File: src/rtl/mc_ctrl_pkg.sv
`default_nettype none
// ============================================================================
// Package : mc_ctrl_pkg
// Brief   : Opcodes, state codes, instruction classes for the MIPS main control
// Rev     : 1.0  initial release
// ============================================================================
package mc_ctrl_pkg;

    localparam logic [5:0] c_op_rtype = 6'b000000;
    localparam logic [5:0] c_op_j     = 6'b000010;
    localparam logic [5:0] c_op_jal   = 6'b000011;
    localparam logic [5:0] c_op_beq   = 6'b000100;
    localparam logic [5:0] c_op_bne   = 6'b000101;
    localparam logic [5:0] c_op_addi  = 6'b001000;
    localparam logic [5:0] c_op_slti  = 6'b001010;
    localparam logic [5:0] c_op_andi  = 6'b001100;
    localparam logic [5:0] c_op_ori   = 6'b001101;
    localparam logic [5:0] c_op_lw    = 6'b100011;
    localparam logic [5:0] c_op_sw    = 6'b101011;

    localparam logic [1:0] c_regdst_rt = 2'b00;
    localparam logic [1:0] c_regdst_rd = 2'b01;
    localparam logic [1:0] c_regdst_ra = 2'b10;

    typedef enum logic [2:0] {
        ST_FETCH  = 3'd0,
        ST_DECODE = 3'd1,
        ST_EXEC   = 3'd2,
        ST_MEM    = 3'd3,
        ST_WB     = 3'd4
    } state_e;

    typedef enum logic [2:0] {
        CL_R, CL_J, CL_JAL, CL_BR, CL_IMM, CL_LD, CL_ST, CL_ILL
    } iclass_e;

    function automatic logic [1:0] regdst_of(input iclass_e cls);
        case (cls)
            CL_R:    return c_regdst_rd;
            CL_JAL:  return c_regdst_ra;
            default: return c_regdst_rt;
        endcase
    endfunction

endpackage
`default_nettype wire

File: src/rtl/mc_control_fsm_if.sv
`default_nettype none
// ============================================================================
// Interface : mc_control_fsm_if
// Brief     : Fetch handshake, memory ready and datapath controls of the FSM
// Rev       : 1.0  initial release
// ============================================================================
interface mc_control_fsm_if #(
    parameter int OPW    = 6,
    parameter int ALUOPW = 6
);
    logic              instr_valid;
    logic              instr_ready;
    logic [OPW-1:0]    opcode;
    logic              mem_ready;
    logic [1:0]        reg_dst;
    logic              alu_src;
    logic [ALUOPW-1:0] alu_op;
    logic              branch;
    logic              jump;
    logic              mem_read;
    logic              mem_write;
    logic              mem_to_reg;
    logic              reg_write;
    logic              illegal_op;
    logic              mem_timeout;

    modport master (
        output instr_valid, opcode, mem_ready,
        input  instr_ready, reg_dst, alu_src, alu_op, branch, jump, mem_read,
               mem_write, mem_to_reg, reg_write, illegal_op, mem_timeout
    );

    modport slave (
        input  instr_valid, opcode, mem_ready,
        output instr_ready, reg_dst, alu_src, alu_op, branch, jump, mem_read,
               mem_write, mem_to_reg, reg_write, illegal_op, mem_timeout
    );
endinterface
`default_nettype wire

File: src/rtl/mc_opcode_decode.sv
`default_nettype none
// ============================================================================
// Module : mc_opcode_decode
// Brief  : Combinational opcode -> instruction class classifier
// Rev    : 1.0  initial release
// ============================================================================
module mc_opcode_decode
    import mc_ctrl_pkg::*;
#(
    parameter int OPW = 6
) (
    input  logic [OPW-1:0] opcode_i,
    output iclass_e        class_o
);

    // Coprocessor opcodes (0100xx) fall through to the illegal class.
    always_comb begin
        class_o = CL_ILL;
        case (opcode_i)
            OPW'(c_op_rtype): class_o = CL_R;
            OPW'(c_op_j):     class_o = CL_J;
            OPW'(c_op_jal):   class_o = CL_JAL;
            OPW'(c_op_beq),
            OPW'(c_op_bne):   class_o = CL_BR;
            OPW'(c_op_addi),
            OPW'(c_op_slti),
            OPW'(c_op_andi),
            OPW'(c_op_ori):   class_o = CL_IMM;
            OPW'(c_op_lw):    class_o = CL_LD;
            OPW'(c_op_sw):    class_o = CL_ST;
            default:          class_o = CL_ILL;
        endcase
    end

endmodule
`default_nettype wire

File: src/rtl/mc_control_fsm.sv
`default_nettype none
// ============================================================================
// Module : mc_control_fsm
// Brief  : Multi-cycle MIPS main control FSM with memory wait-states/timeout
// Rev    : 1.0  initial release
// ============================================================================
module mc_control_fsm
    import mc_ctrl_pkg::*;
#(
    parameter int OPW         = 6,
    parameter int ALUOPW      = 6,
    parameter int SKIP_MEM    = 1,
    parameter int MEM_TIMEOUT = 15
) (
    input  logic             clk,
    input  logic             rst_n,
    mc_control_fsm_if.slave  bus,
    output logic [2:0]       state_o
);

    localparam int c_cnt_w  = $clog2(MEM_TIMEOUT + 2);
    localparam bit c_skip   = (SKIP_MEM != 0);
    localparam bit c_to_en  = (MEM_TIMEOUT != 0);

    if (ALUOPW < OPW) begin : g_bad_aluopw
        $error("mc_control_fsm: ALUOPW must be >= OPW");
    end

    state_e               state_q, state_d;
    logic [OPW-1:0]       op_q, op_d;
    logic [c_cnt_w-1:0]   cnt_q, cnt_d;
    iclass_e              w_cls;
    logic                 w_timeout;

    logic                 w_ready, w_alu_src, w_branch, w_jump, w_mem_read, w_mem_write;
    logic                 w_mem_to_reg, w_reg_write, w_illegal, w_mem_timeout;
    logic [1:0]           w_reg_dst;
    logic [ALUOPW-1:0]    w_alu_op;

    mc_opcode_decode #(.OPW(OPW)) u_decode (
        .opcode_i (op_q),
        .class_o  (w_cls)
    );

    // Registered count of MEM cycles spent without mem_ready; moore timeout.
    assign w_timeout = c_to_en && (w_cls == CL_LD || w_cls == CL_ST)
                       && (cnt_q == c_cnt_w'(MEM_TIMEOUT));

    always_ff @(posedge clk or negedge rst_n) begin
        if (!rst_n) begin
            state_q <= ST_FETCH;
            op_q    <= '0;
            cnt_q   <= '0;
        end else begin
            state_q <= state_d;
            op_q    <= op_d;
            cnt_q   <= cnt_d;
        end
    end

    always_comb begin
        state_d       = state_q;
        op_d          = op_q;
        cnt_d         = '0;
        w_ready       = 1'b0;
        w_reg_dst     = c_regdst_rt;
        w_alu_src     = 1'b0;
        w_alu_op      = '0;
        w_branch      = 1'b0;
        w_jump        = 1'b0;
        w_mem_read    = 1'b0;
        w_mem_write   = 1'b0;
        w_mem_to_reg  = 1'b0;
        w_reg_write   = 1'b0;
        w_illegal     = 1'b0;
        w_mem_timeout = 1'b0;
        case (state_q)
            ST_FETCH: begin
                w_ready = 1'b1;
                if (bus.instr_valid) begin
                    op_d    = bus.opcode;
                    state_d = ST_DECODE;
                end
            end
            ST_DECODE: begin
                w_reg_dst = regdst_of(w_cls);
                if (w_cls == CL_ILL) begin
                    w_illegal = 1'b1;
                    state_d   = ST_FETCH;
                end else begin
                    state_d   = ST_EXEC;
                end
            end
            ST_EXEC: begin
                w_reg_dst = regdst_of(w_cls);
                w_alu_src = (w_cls == CL_IMM) || (w_cls == CL_LD) || (w_cls == CL_ST);
                w_alu_op  = (w_cls == CL_R) ? '0 : ALUOPW'(op_q);
                case (w_cls)
                    CL_BR: begin
                        w_branch = 1'b1;
                        state_d  = c_skip ? ST_FETCH : ST_MEM;
                    end
                    CL_J: begin
                        w_jump  = 1'b1;
                        state_d = c_skip ? ST_FETCH : ST_MEM;
                    end
                    CL_JAL: begin
                        w_jump  = 1'b1;
                        state_d = c_skip ? ST_WB : ST_MEM;
                    end
                    CL_R, CL_IMM: state_d = c_skip ? ST_WB : ST_MEM;
                    CL_LD, CL_ST: state_d = ST_MEM;
                    default:      state_d = ST_FETCH;
                endcase
            end
            ST_MEM: begin
                w_reg_dst = regdst_of(w_cls);
                case (w_cls)
                    CL_LD, CL_ST: begin
                        if (w_timeout) begin
                            w_mem_timeout = 1'b1;
                            state_d       = ST_FETCH;
                        end else begin
                            w_mem_read  = (w_cls == CL_LD);
                            w_mem_write = (w_cls == CL_ST);
                            if (bus.mem_ready) begin
                                state_d = (w_cls == CL_LD) ? ST_WB : ST_FETCH;
                            end else begin
                                cnt_d = (cnt_q != '1) ? cnt_q + 1'b1 : cnt_q;
                            end
                        end
                    end
                    // Legacy pass-through: one cycle, mem_ready not consulted.
                    CL_R, CL_IMM, CL_JAL: state_d = ST_WB;
                    default:              state_d = ST_FETCH;
                endcase
            end
            ST_WB: begin
                w_reg_dst    = regdst_of(w_cls);
                w_reg_write  = (w_cls == CL_R) || (w_cls == CL_IMM)
                               || (w_cls == CL_LD) || (w_cls == CL_JAL);
                w_mem_to_reg = (w_cls == CL_LD);
                state_d      = ST_FETCH;
            end
            default: state_d = ST_FETCH;
        endcase
    end

    assign bus.instr_ready = w_ready;
    assign bus.reg_dst     = w_reg_dst;
    assign bus.alu_src     = w_alu_src;
    assign bus.alu_op      = w_alu_op;
    assign bus.branch      = w_branch;
    assign bus.jump        = w_jump;
    assign bus.mem_read    = w_mem_read;
    assign bus.mem_write   = w_mem_write;
    assign bus.mem_to_reg  = w_mem_to_reg;
    assign bus.reg_write   = w_reg_write;
    assign bus.illegal_op  = w_illegal;
    assign bus.mem_timeout = w_mem_timeout;
    assign state_o         = state_q;

endmodule
`default_nettype wire

File: src/flat_wrapper.sv
// flat-port wrapper written by rule: the top's interface ports become plain ports
module mc_control_fsm_flat import mc_ctrl_pkg::*;
#(
    parameter int OPW         = 6,
    parameter int ALUOPW      = 6,
    parameter int SKIP_MEM    = 1,
    parameter int MEM_TIMEOUT = 15
)
  (clk, rst_n, state_o, bus_instr_valid, bus_opcode, bus_mem_ready, bus_instr_ready, bus_reg_dst, bus_alu_src, bus_alu_op, bus_branch, bus_jump, bus_mem_read, bus_mem_write, bus_mem_to_reg, bus_reg_write, bus_illegal_op, bus_mem_timeout);
  mc_control_fsm_if #(.OPW(OPW), .ALUOPW(ALUOPW)) bus_i ();
  input  logic clk;
  input  logic rst_n;
  output logic [2:0] state_o;
  input wire logic [$bits(bus_i.instr_valid)-1:0] bus_instr_valid;
  input wire logic [$bits(bus_i.opcode)-1:0] bus_opcode;
  input wire logic [$bits(bus_i.mem_ready)-1:0] bus_mem_ready;
  output wire logic [$bits(bus_i.instr_ready)-1:0] bus_instr_ready;
  output wire logic [$bits(bus_i.reg_dst)-1:0] bus_reg_dst;
  output wire logic [$bits(bus_i.alu_src)-1:0] bus_alu_src;
  output wire logic [$bits(bus_i.alu_op)-1:0] bus_alu_op;
  output wire logic [$bits(bus_i.branch)-1:0] bus_branch;
  output wire logic [$bits(bus_i.jump)-1:0] bus_jump;
  output wire logic [$bits(bus_i.mem_read)-1:0] bus_mem_read;
  output wire logic [$bits(bus_i.mem_write)-1:0] bus_mem_write;
  output wire logic [$bits(bus_i.mem_to_reg)-1:0] bus_mem_to_reg;
  output wire logic [$bits(bus_i.reg_write)-1:0] bus_reg_write;
  output wire logic [$bits(bus_i.illegal_op)-1:0] bus_illegal_op;
  output wire logic [$bits(bus_i.mem_timeout)-1:0] bus_mem_timeout;
  assign bus_i.instr_valid = bus_instr_valid;
  assign bus_i.opcode = bus_opcode;
  assign bus_i.mem_ready = bus_mem_ready;
  assign bus_instr_ready = bus_i.instr_ready;
  assign bus_reg_dst = bus_i.reg_dst;
  assign bus_alu_src = bus_i.alu_src;
  assign bus_alu_op = bus_i.alu_op;
  assign bus_branch = bus_i.branch;
  assign bus_jump = bus_i.jump;
  assign bus_mem_read = bus_i.mem_read;
  assign bus_mem_write = bus_i.mem_write;
  assign bus_mem_to_reg = bus_i.mem_to_reg;
  assign bus_reg_write = bus_i.reg_write;
  assign bus_illegal_op = bus_i.illegal_op;
  assign bus_mem_timeout = bus_i.mem_timeout;
  mc_control_fsm #(.OPW(OPW), .ALUOPW(ALUOPW), .SKIP_MEM(SKIP_MEM), .MEM_TIMEOUT(MEM_TIMEOUT)) u_core (.clk(clk), .rst_n(rst_n), .bus(bus_i), .state_o(state_o));
endmodule
File: config.mk
export PLATFORM = sky130hd
export DESIGN_NAME = mc_control_fsm_flat
export DESIGN_NICKNAME = d
export VERILOG_FILES = /design/src/rtl/mc_ctrl_pkg.sv /design/src/rtl/mc_control_fsm_if.sv /design/src/rtl/mc_opcode_decode.sv /design/src/rtl/mc_control_fsm.sv /design/src/flat_wrapper.sv
export SDC_FILE = /design/constraint.sdc
export NUM_CORES = 1
export LEC_CHECK = 0
export BUFFER_PORTS_ARGS = -buffer_cell sky130_fd_sc_hd__buf_2
export CORE_MARGIN = 1.5
export CORE_UTILIZATION = 25
export CTS_BUF_LIST = sky130_fd_sc_hd__clkbuf_8
export CTS_CLUSTER_SIZE = 24
export DETAILED_ROUTE_END_ITERATION = 10
export MAX_ROUTING_LAYER = met4
export SYNTH_ARGS = -nofsm -noshare
export SYNTH_HDL_FRONTEND = slang
export SYNTH_SLANG_ARGS = --single-unit
File: constraint.sdc
create_clock -name clk -period 3.8 [get_ports clk]
set_clock_uncertainty 0.1 [all_clocks]
set_input_delay 0.19 -clock clk [delete_from_list [all_inputs] [get_ports clk]]
set_output_delay 0.19 -clock clk [all_outputs]
set_load 0.02 [all_outputs]
# Word level (Yosys, flattened, before mapping)
# Cells that the tools add are included.
[totals] register_bits=14 latchBits=0 ram_bits=0 mem_bits_ro=0 input_bits=10 out_inout_bits=21 word_cells=85 mem_count=0
[op_classes] addsub=1 multipliers=0 n_div=0 magnitude_cmp=0 n_eq_ne=26 shift=0 n_mux=37 bitwise=0 n_reduce_logical=18
[op_table] operator="$mux W5" count=5
[op_table] operator="$eq A6 B4 Y1 const B" count=4
[op_table] operator="$pmux W3 S7" count=1
[op_table] operator="$mux W1" count=19
[op_table] operator="$eq A3 B3 Y1 const B" count=5
[op_table] operator="$eq A3 B2 Y1 const B" count=4
[op_table] operator="$eq A6 B2 Y1 const B" count=2
[op_table] operator="$eq A6 B3 Y1 const B" count=2
[op_table] operator="$eq A6 B6 Y1 const B" count=2
[op_table] operator="$mux W3" count=4
[op_table] operator="$mux W6" count=2
[op_table] operator="$pmux W3 S2" count=2
[op_table] operator="$pmux W3 S4" count=1
[op_table] operator="$reduce_or A4 Y1" count=2
[op_table] operator="$eq A3 B1 Y1 const B" count=2
[op_table] operator="$logic_not A3 Y1" count=2
[op_table] operator="$logic_not A6 Y1" count=1
[op_table] operator="$logic_or A1 B1 Y1" count=6
[op_table] operator="$reduce_or A2 Y1" count=3
[op_table] operator="$add A5 B1 Y5 const B" count=1
[op_table] operator="$eq A5 B4 Y1 const B" count=1
[op_table] operator="$ne A5 B3 Y1 const B" count=1
[op_table] operator="$ne A5 B5 Y1 const B" count=1
[op_table] operator="$mux W2" count=2
[op_table] operator="other kinds (6)" count=7

# Depth between registers and ports, before layout
# Gate-level depths: netlist (run 1).
[depth] ltp_word=9 mapped_depth=6 depth_no_buf=6

# Hierarchy
# Synthesis (run 1) repeated with hierarchy kept, for this count alone.
[unflattened] hier_cells=111 hier_area_um2=1078.5
[modules_own_cells] mod="mc_control_fsm" n_inst=1 cells_per_inst=96 area_each_um2=975.9 seq_area_each_um2=350.3
[modules_own_cells] mod="mc_opcode_decode" n_inst=1 cells_per_inst=15 area_each_um2=102.6 seq_area_each_um2=0.0

# Least setup slack after synthesis (run 1)
# No wires, ideal clock.
[synth_timing] path_kind="register to output" startpoint="register u_core.cnt_q[0]" endpoint="output port bus_mem_read" arrival_time_ps=1697 t_required_ps=3510 slack_ps=1813 path_stages_with_launch=5 path_buffers=0 path_cell_list="dfrtp_1 > ha_1 > and3_1 > ha_1 > nor4_1"
[synth_via] elab_chain_cells=5
[synth_rtl] element="from (decl)" line_no="mc_control_fsm.sv:31" source="logic [c_cnt_w-1:0] cnt_q, cnt_d;"
[synth_rtl] element="from (signal assigned)" line_no="mc_control_fsm.sv:57" source="cnt_q <= cnt_d;"
[synth_rtl] element="$eq A5 B4 Y1" line_no="mc_control_fsm.sv:47" source="&& (cnt_q == c_cnt_w'(MEM_TIMEOUT));"
[synth_rtl] element="$logic_and A1 B1 Y1" line_no="mc_control_fsm.sv:47"
[synth_rtl] element="$mux W1" line_no="mc_control_fsm.sv:120" source="if (w_timeout) begin"
[synth_rtl] element="$mux W1" line_no="mc_control_fsm.sv:118" source="case (w_cls)"
[synth_rtl] element="$mux W1" line_no="mc_control_fsm.sv:77" source="case (state_q)"
[synth_rtl] element="to (decl)" line_no="flat_wrapper.sv:23" source="output wire logic [$bits(bus_i.mem_read)-1:0] bus_mem_read;"
# Every way passes these cells.

# Worst setup path in the final report (run 1)
# Ends and elaborated chain as after synthesis.

==> results of run 1 <==
==> report_power, final <==
group / switching [µW] / internal, µW
logic: 182 / 134
clock network: 52.5 / 91.7
registers: 110 / 189
==> critical path: stages, from the launching register on <==
cell and delay (ns):
dfrtp_1 0.41, ha_1 0.21, and3_1 0.16, ha_1 0.25
nor4_1 0.35, buf_2 0.23
==> final cells by class <==
type / instances / area (µm²)
Tap cell: 48 / 60.1
Timing Repair Buffer: 31 / 160
Multi-Input combinational cell: 82 / 567
Clock buffer: 4 / 55.1
Sequential cell: 14 / 350
Fill cell: 415 / 2500
Inverter: 6 / 22.5
==> sequential cells by signal, summed over array words and instances, names as in the netlist <==
name            flops
u_core.state_o      3
u_core.cnt_q        5
u_core.op_q         6
==> per-layer routing <==
layer | wire length, µm | vias to the layer above | part of all wire | global-route usage
met2 | 1070 | 28 | 0.44 | 0.189
met3 | 134 | 2 | 0.055 | 0.0171
met1 | 1240 | 413 | 0.51 | 0.189
met5 | 0 | - | 0 | -
met4 | 6 | 0 | 0.0024 | 0.0417
li1 | - | 453 | - | -
==> cell usage in the layout (no fill, tap or decap), types with 2 or more instances in the layout <==
cell	count
a21oi_1	2
a311oi_1	2
and2_1	2
and3_1	11
buf_2	30
clkbuf_8	4
dfrtp_1	14
ha_1	3
inv_1	6
mux2_2	4
nand2_1	6
nand2b_1	2
nor2_1	9
nor2b_1	5
nor3_1	4
nor3b_1	4
nor4_1	2
o21ai_0	7
xnor2_1	2
xor2_1	2
==> path summary, 6_finish.rpt <==
check	start	to	slack [ns]	depth (start not counted)
max in group asynchronous	rst_n	u_core.op_q[4]$_DFFE_PN0P_	3.08	2
setup / recovery	u_core.cnt_q[0]$_DFFE_PN0P_	bus_mem_read	1.65	5
min in group asynchronous	rst_n	u_core.cnt_q[2]$_DFFE_PN0P_	0.27	2
hold reg to reg	u_core.cnt_q[3]$_DFFE_PN0P_	u_core.cnt_q[3]$_DFFE_PN0P_	0.46	2
hold / removal	bus_mem_ready	u_core.state_o[0]$_DFFE_PN0P_	0.05	2
setup reg to reg	u_core.cnt_q[0]$_DFFE_PN0P_	u_core.state_o[2]$_DFFE_PN0P_	1.80	5
==> through the flow <==
step           instances  hold slack, ns  power [µW]
4_1_cts              185          0.0488         763
2_1_floorplan        110          -0.206         522
3_5_place_dp         180         0.00863         613
6_report             185          0.0528         760
5_1_grt              185          0.0587         826
3_3_place_gp         180         0.00305         600
==> cell families (layout without fill, tap and decap cells) <==
family | count (synthesis) | after routing
multiplexers | 5 | 5
AND/OR/NAND/NOR | 52 | 52
adder cells (fa/ha/maj) | 3 | 3
XOR/XNOR | 4 | 4
buffers and inverters | 14 | 41
flip-flops | 14 | 14
AO/OA/AOI/OAI | 18 | 18
==> what timing repair did <==
action | 4_1_cts | 5_1_grt
endpoints found under the setup margin | 0 | 0
hold buffers | 1 | 0
endpoints found under the hold margin | 14 | 0
==> impl_metrics.env, run 1 <==
export IMPL_diodes=0
export IMPL_finalMaxSlewViolations=0
export IMPL_io_buffers=30
export IMPL_arrival_ns=1.86
export IMPL_synth_cells=110
export IMPL_netlist_top_cells_area="dfrtp_1 36%, and3_1 7.0%, mux2_2 4.6%"
export IMPL_synthSimpleGateAreaFrac=0.324
export IMPL_ys_flop_type="dfrtp_1"
export IMPL_clk_path_buf_depth=2
export IMPL_worstMarginPinSlew_ns=0.412
export IMPL_cts_root_buf="clkbuf_8"
export IMPL_fin_crit_sh=0.566
export IMPL_die_area_um2=4310
export IMPL_synth_seq_cells=14
export IMPL_clock_sink_count=14
export IMPL_setup_viol=0
export IMPL_ys_warn_count=0
export IMPL_rows=22
export IMPL_avgViaCountPerCell=4.84
export IMPL_worstSetupPathType="reg2out"
export IMPL_worstPathRequired_ns=3.51
export IMPL_core_area_um2=3720
export IMPL_layout_min_cycle_time_ns=2.15
export IMPL_hpwl_mm=1.83
export IMPL_tns_ns=0
export IMPL_dpl_worst_slack_ns=1.81
export IMPL_rsz0062_at_grt="no"
export IMPL_synth_top_area_cell="dfrtp_1"
export IMPL_drive_gt1_frac=0.299
export IMPL_syn_nets=123
export IMPL_grt_use_total=0.131
export IMPL_max_slew_margin=0.718
export IMPL_clkLatencyLatePin_ns=0.24
export IMPL_synthTopCellsByCount="14 x dfrtp_1, 11 x and3_1, 9 x nor2_1"
export IMPL_setup_ws_ns=1.65
export IMPL_wl_mm=2.45
export IMPL_final_area_um2=1210
export IMPL_power_density_nw_per_um2=625
export IMPL_drv_cap=0
export IMPL_route_detailed_drc=0
export IMPL_first_global_vias=900
export IMPL_ys_types=37
export IMPL_leakage_uw=0.000601
export IMPL_post_cts_setup_buffers=0
export IMPL_wl_per_cell_um=13.2
export IMPL_io_pins=31
export IMPL_antenna_left=0
export IMPL_utilization=0.327
export IMPL_synthesis_area_um2=982
export IMPL_synth_edff_count=0
export IMPL_place_area_um2=1150
export IMPL_chipHeight_um=65.7
export IMPL_first_iter_violations=83
export IMPL_hp_class="in2reg"
export IMPL_start_util=0.264
export IMPL_clkTransAtPathRegs_ns=0.06
export IMPL_overflow=0
export IMPL_grt_antenna_before_repair=0
export IMPL_gp_congestion=0.760
export IMPL_area_growth_pct=23.7
export IMPL_hold_violations=0
export IMPL_grt_max_degree=15
export IMPL_ir_drop_v=0.000248
export IMPL_die_w_um=65.7
export IMPL_h_tree_depth=1
export IMPL_synth_top_family_by_area="simple AND/OR/NAND/NOR gates"
export IMPL_grt_first_pass_wirelength_mm=4.32
export IMPL_startpoint_type="register"
export IMPL_postSynth_asyncResetShare=1.00
export IMPL_via_count=896
export IMPL_path_max_fanout=7
export IMPL_postSynthAreaPerCell_um2=8.93
export IMPL_synth_compound_area_share=0.124
export IMPL_critPathCaptureType="output pin"
export IMPL_cts_resized=0
export IMPL_first_pass_iters=4
export IMPL_synthAdderAreaFrac=0.0382
export IMPL_cts_buffers=3
export IMPL_synth_mux_area_frac=0.0561
export IMPL_outcome="complete, no violations"
export IMPL_yosys_area_share_xor_xnor=0.0357
export IMPL_yosysTopAreaCellShare=0.357
export IMPL_cts_tree="built"
export IMPL_max_freq_mhz=465
export IMPL_yosysSeqAreaShare=0.357
export IMPL_fin_nets=151
export IMPL_yosysMostFrequentCell="dfrtp_1"
Power figures use the tool's default switching activity.
==> run 2: changes to the inputs <==
ABC_AREA = 1   (was not set)
clock period = 1.8 ns   (was 3.8 ns; I/O delays follow)
==> run 2 against run 1 <==
- worst hold slack got worse by 0.050 ns
- sequential share of layout area is 3.6 points lower
- synthesized cell count is 25% higher
- combinational power grew 140%
- critical path depth up 2
- register-to-register slack worse by 1.6 ns
- design area increased by 16%
- sequential power rose by 73%
- sequential cell count did not move
- critical endpoint unchanged
- highest routed layer unchanged
==> impl_metrics.env, run 2 <==
export IMPL_outcome="complete, no violations"
export IMPL_ys_flop_type="dfrtp_1"
export IMPL_ir_drop_v=0.000250
export IMPL_setup_ws_ns=0.0633
export IMPL_critPathCaptureType="output pin"
export IMPL_hold_start="bus_opcode[0]"
export IMPL_diodes=0
export IMPL_total_power_uw=1530
export IMPL_placed_cells=215
export IMPL_rows=22
export IMPL_layout_min_cycle_time_ns=1.74
export IMPL_first_iter_violations=35
export IMPL_area_growth_pct=38.5
export IMPL_first_pass_iters=4
export IMPL_die_area_um2=4450
export IMPL_clkLatencyLatePin_ns=0.24
export IMPL_syn_nets=150
export IMPL_max_freq_mhz=576
export IMPL_grt_first_pass_wirelength_mm=3.64
export IMPL_route_detailed_drc=0
export IMPL_dpl_worst_slack_ns=0.117
export IMPL_first_global_vias=852
export IMPL_worstPathRequired_ns=1.61
export IMPL_wl_per_cell_um=10.8
export IMPL_worstSetupPathType="reg2out"
export IMPL_yosysMostFrequentCell="nor2_1"
export IMPL_io_pins=31
export IMPL_finalMaxSlewViolations=0
export IMPL_fin_nets=192
export IMPL_clkTransAtPathRegs_ns=0.06
export IMPL_place_area_um2=1220
export IMPL_postSynthAreaPerCell_um2=7.41
export IMPL_rsz0062_at_grt="yes"
export IMPL_setup_viol=0
export IMPL_clock_sink_count=14
export IMPL_worstMarginPinSlew_ns=0.409
export IMPL_cts_tree="built"
export IMPL_antenna_left=0
export IMPL_synthTopCellsByCount="28 x nor2_1, 20 x inv_1, 20 x nand2_1"
export IMPL_tns_ns=0
export IMPL_clk_path_buf_depth=2
export IMPL_max_flop_register="u_core.op_q"
export IMPL_cts_buffers=3
export IMPL_max_slew_margin=0.727
export IMPL_ys_warn_count=0
export IMPL_drv_cap=0
export IMPL_hold_violations=0
export IMPL_core_area_um2=3770
export IMPL_ys_types=23
export IMPL_start_util=0.269
export IMPL_largest_reg_flops=6
export IMPL_power_density_nw_per_um2=1090
export IMPL_postSynth_asyncResetShare=1.00
export IMPL_grt_max_degree=15
export IMPL_reg2reg_from="u_core.cnt_q[1]$_DFFE_PN0P_"
export IMPL_grt_use_total=0.110
export IMPL_cp_startpoint="u_core.cnt_q[1]$_DFFE_PN0P_"
export IMPL_final_cell_mix="27 x nor2_1, 27 x buf_2, 18 x inv_1, 18 x nand2_1, 11 x dfrtp_1"
export IMPL_drive_gt1_frac=0.435
export IMPL_wl_mm=2.44
export IMPL_avgViaCountPerCell=4.34
export IMPL_synth_edff_count=0
export IMPL_hp_class="in2reg"
export IMPL_cts_root_buf="clkbuf_8"
export IMPL_synthesis_area_um2=1010
export IMPL_hpwl_mm=1.85
export IMPL_chipHeight_um=66.7
export IMPL_final_area_um2=1410
export IMPL_gp_congestion=0.753
export IMPL_h_tree_depth=1
export IMPL_leakage_uw=0.000758
export IMPL_synth_seq_cells=14
export IMPL_synth_top_area_cell="dfrtp_1"
export IMPL_yosysTopAreaCellShare=0.345
export IMPL_overflow=0
export IMPL_yosysSeqAreaShare=0.345
export IMPL_synth_cells=137
export IMPL_startpoint_type="register"
export IMPL_final_cells=225
export IMPL_netlist_top_cells_area="dfrtp_1 35%, nor2_1 10%, inv_1 7.4%"
export IMPL_die_w_um=66.7
export IMPL_io_buffers=30
export IMPL_via_count=976
export IMPL_arrival_ns=1.55
export IMPL_fin_crit_sh=0.965
export IMPL_grt_antenna_before_repair=0
export IMPL_path_max_fanout=3
[run 2: logic make-up after synthesis]
logic type,share of synthesized area
AO/OA/AOI/OAI,0.0925
flip-flops,0.345
buffers and inverters,0.0925
AND/OR/NAND/NOR,0.416
adder cells (fa/ha/maj),0.0370
XOR/XNOR,0.0173
[run 2: report_power, final]
group	internal, µW	switching (µW)
Combinational	257	501
Clock	148	109
Sequential	405	112
Total	810	722
[run 2: repair_timing]
item                       4_1_cts  5_1_grt
gates resized for setup          6       18
pin swaps                        2        8
setup buffers                    0        6
setup endpoints to repair        2        8
hold buffers                     1        0
hold endpoints to repair        14        0
[run 2: area by class of cell]
type	instances	area, µm²
clock buffers	3	41.3
fillers	392	2370
inverters	23	86.3
multi-input cells	99	636
flip-flops and latches	14	354
well taps	48	60.1
repair buffers	38	228
[run 2: stage by stage]
stage / util / hold slack, ns
after global placement: 0.325 / -0.0863
after global routing: 0.373 / 0.00727
after CTS: 0.343 / 0.00289
after floorplan: - / -0.306
final: 0.373 / 0.00236
after detailed placement: 0.325 / -0.0854
[run 2: path summary, 6_finish.rpt]
kind / depth (start not counted) / to / slack (ns)
hold reg to reg: 2 / u_core.cnt_q[1]$_DFFE_PN0P_ / 0.46
max in group asynchronous: 2 / u_core.op_q[2]$_DFFE_PN0P_ / 1.13
hold / removal: 3 / u_core.op_q[0]$_DFFE_PN0P_ / 0.002
setup / recovery: 7 / bus_mem_read / 0.06
min in group asynchronous: 2 / u_core.cnt_q[4]$_DFFE_PN0P_ / 0.18
setup reg to reg: 7 / u_core.cnt_q[3]$_DFFE_PN0P_ / 0.16
[run 2: per-layer routing]
layer | part of all wire | GRT usage | wire length [µm] | vias to the layer above
met3 | 0.044 | 0.0220 | 106 | 2
met2 | 0.48 | 0.174 | 1170 | 14
met5 | 0 | - | 0 | -
li1 | - | - | - | 510
met4 | 0.0066 | 0.0383 | 16 | 0
met1 | 0.47 | 0.142 | 1140 | 450
[run 2: worst max-delay path, cell delays in order (launching register included)]
cell     delay, ns
dfrtp_1       0.40
ha_2          0.20
and3_4        0.16
ha_4          0.15
inv_2         0.06
nand2_4       0.08
nor2_4        0.14
buf_6         0.12
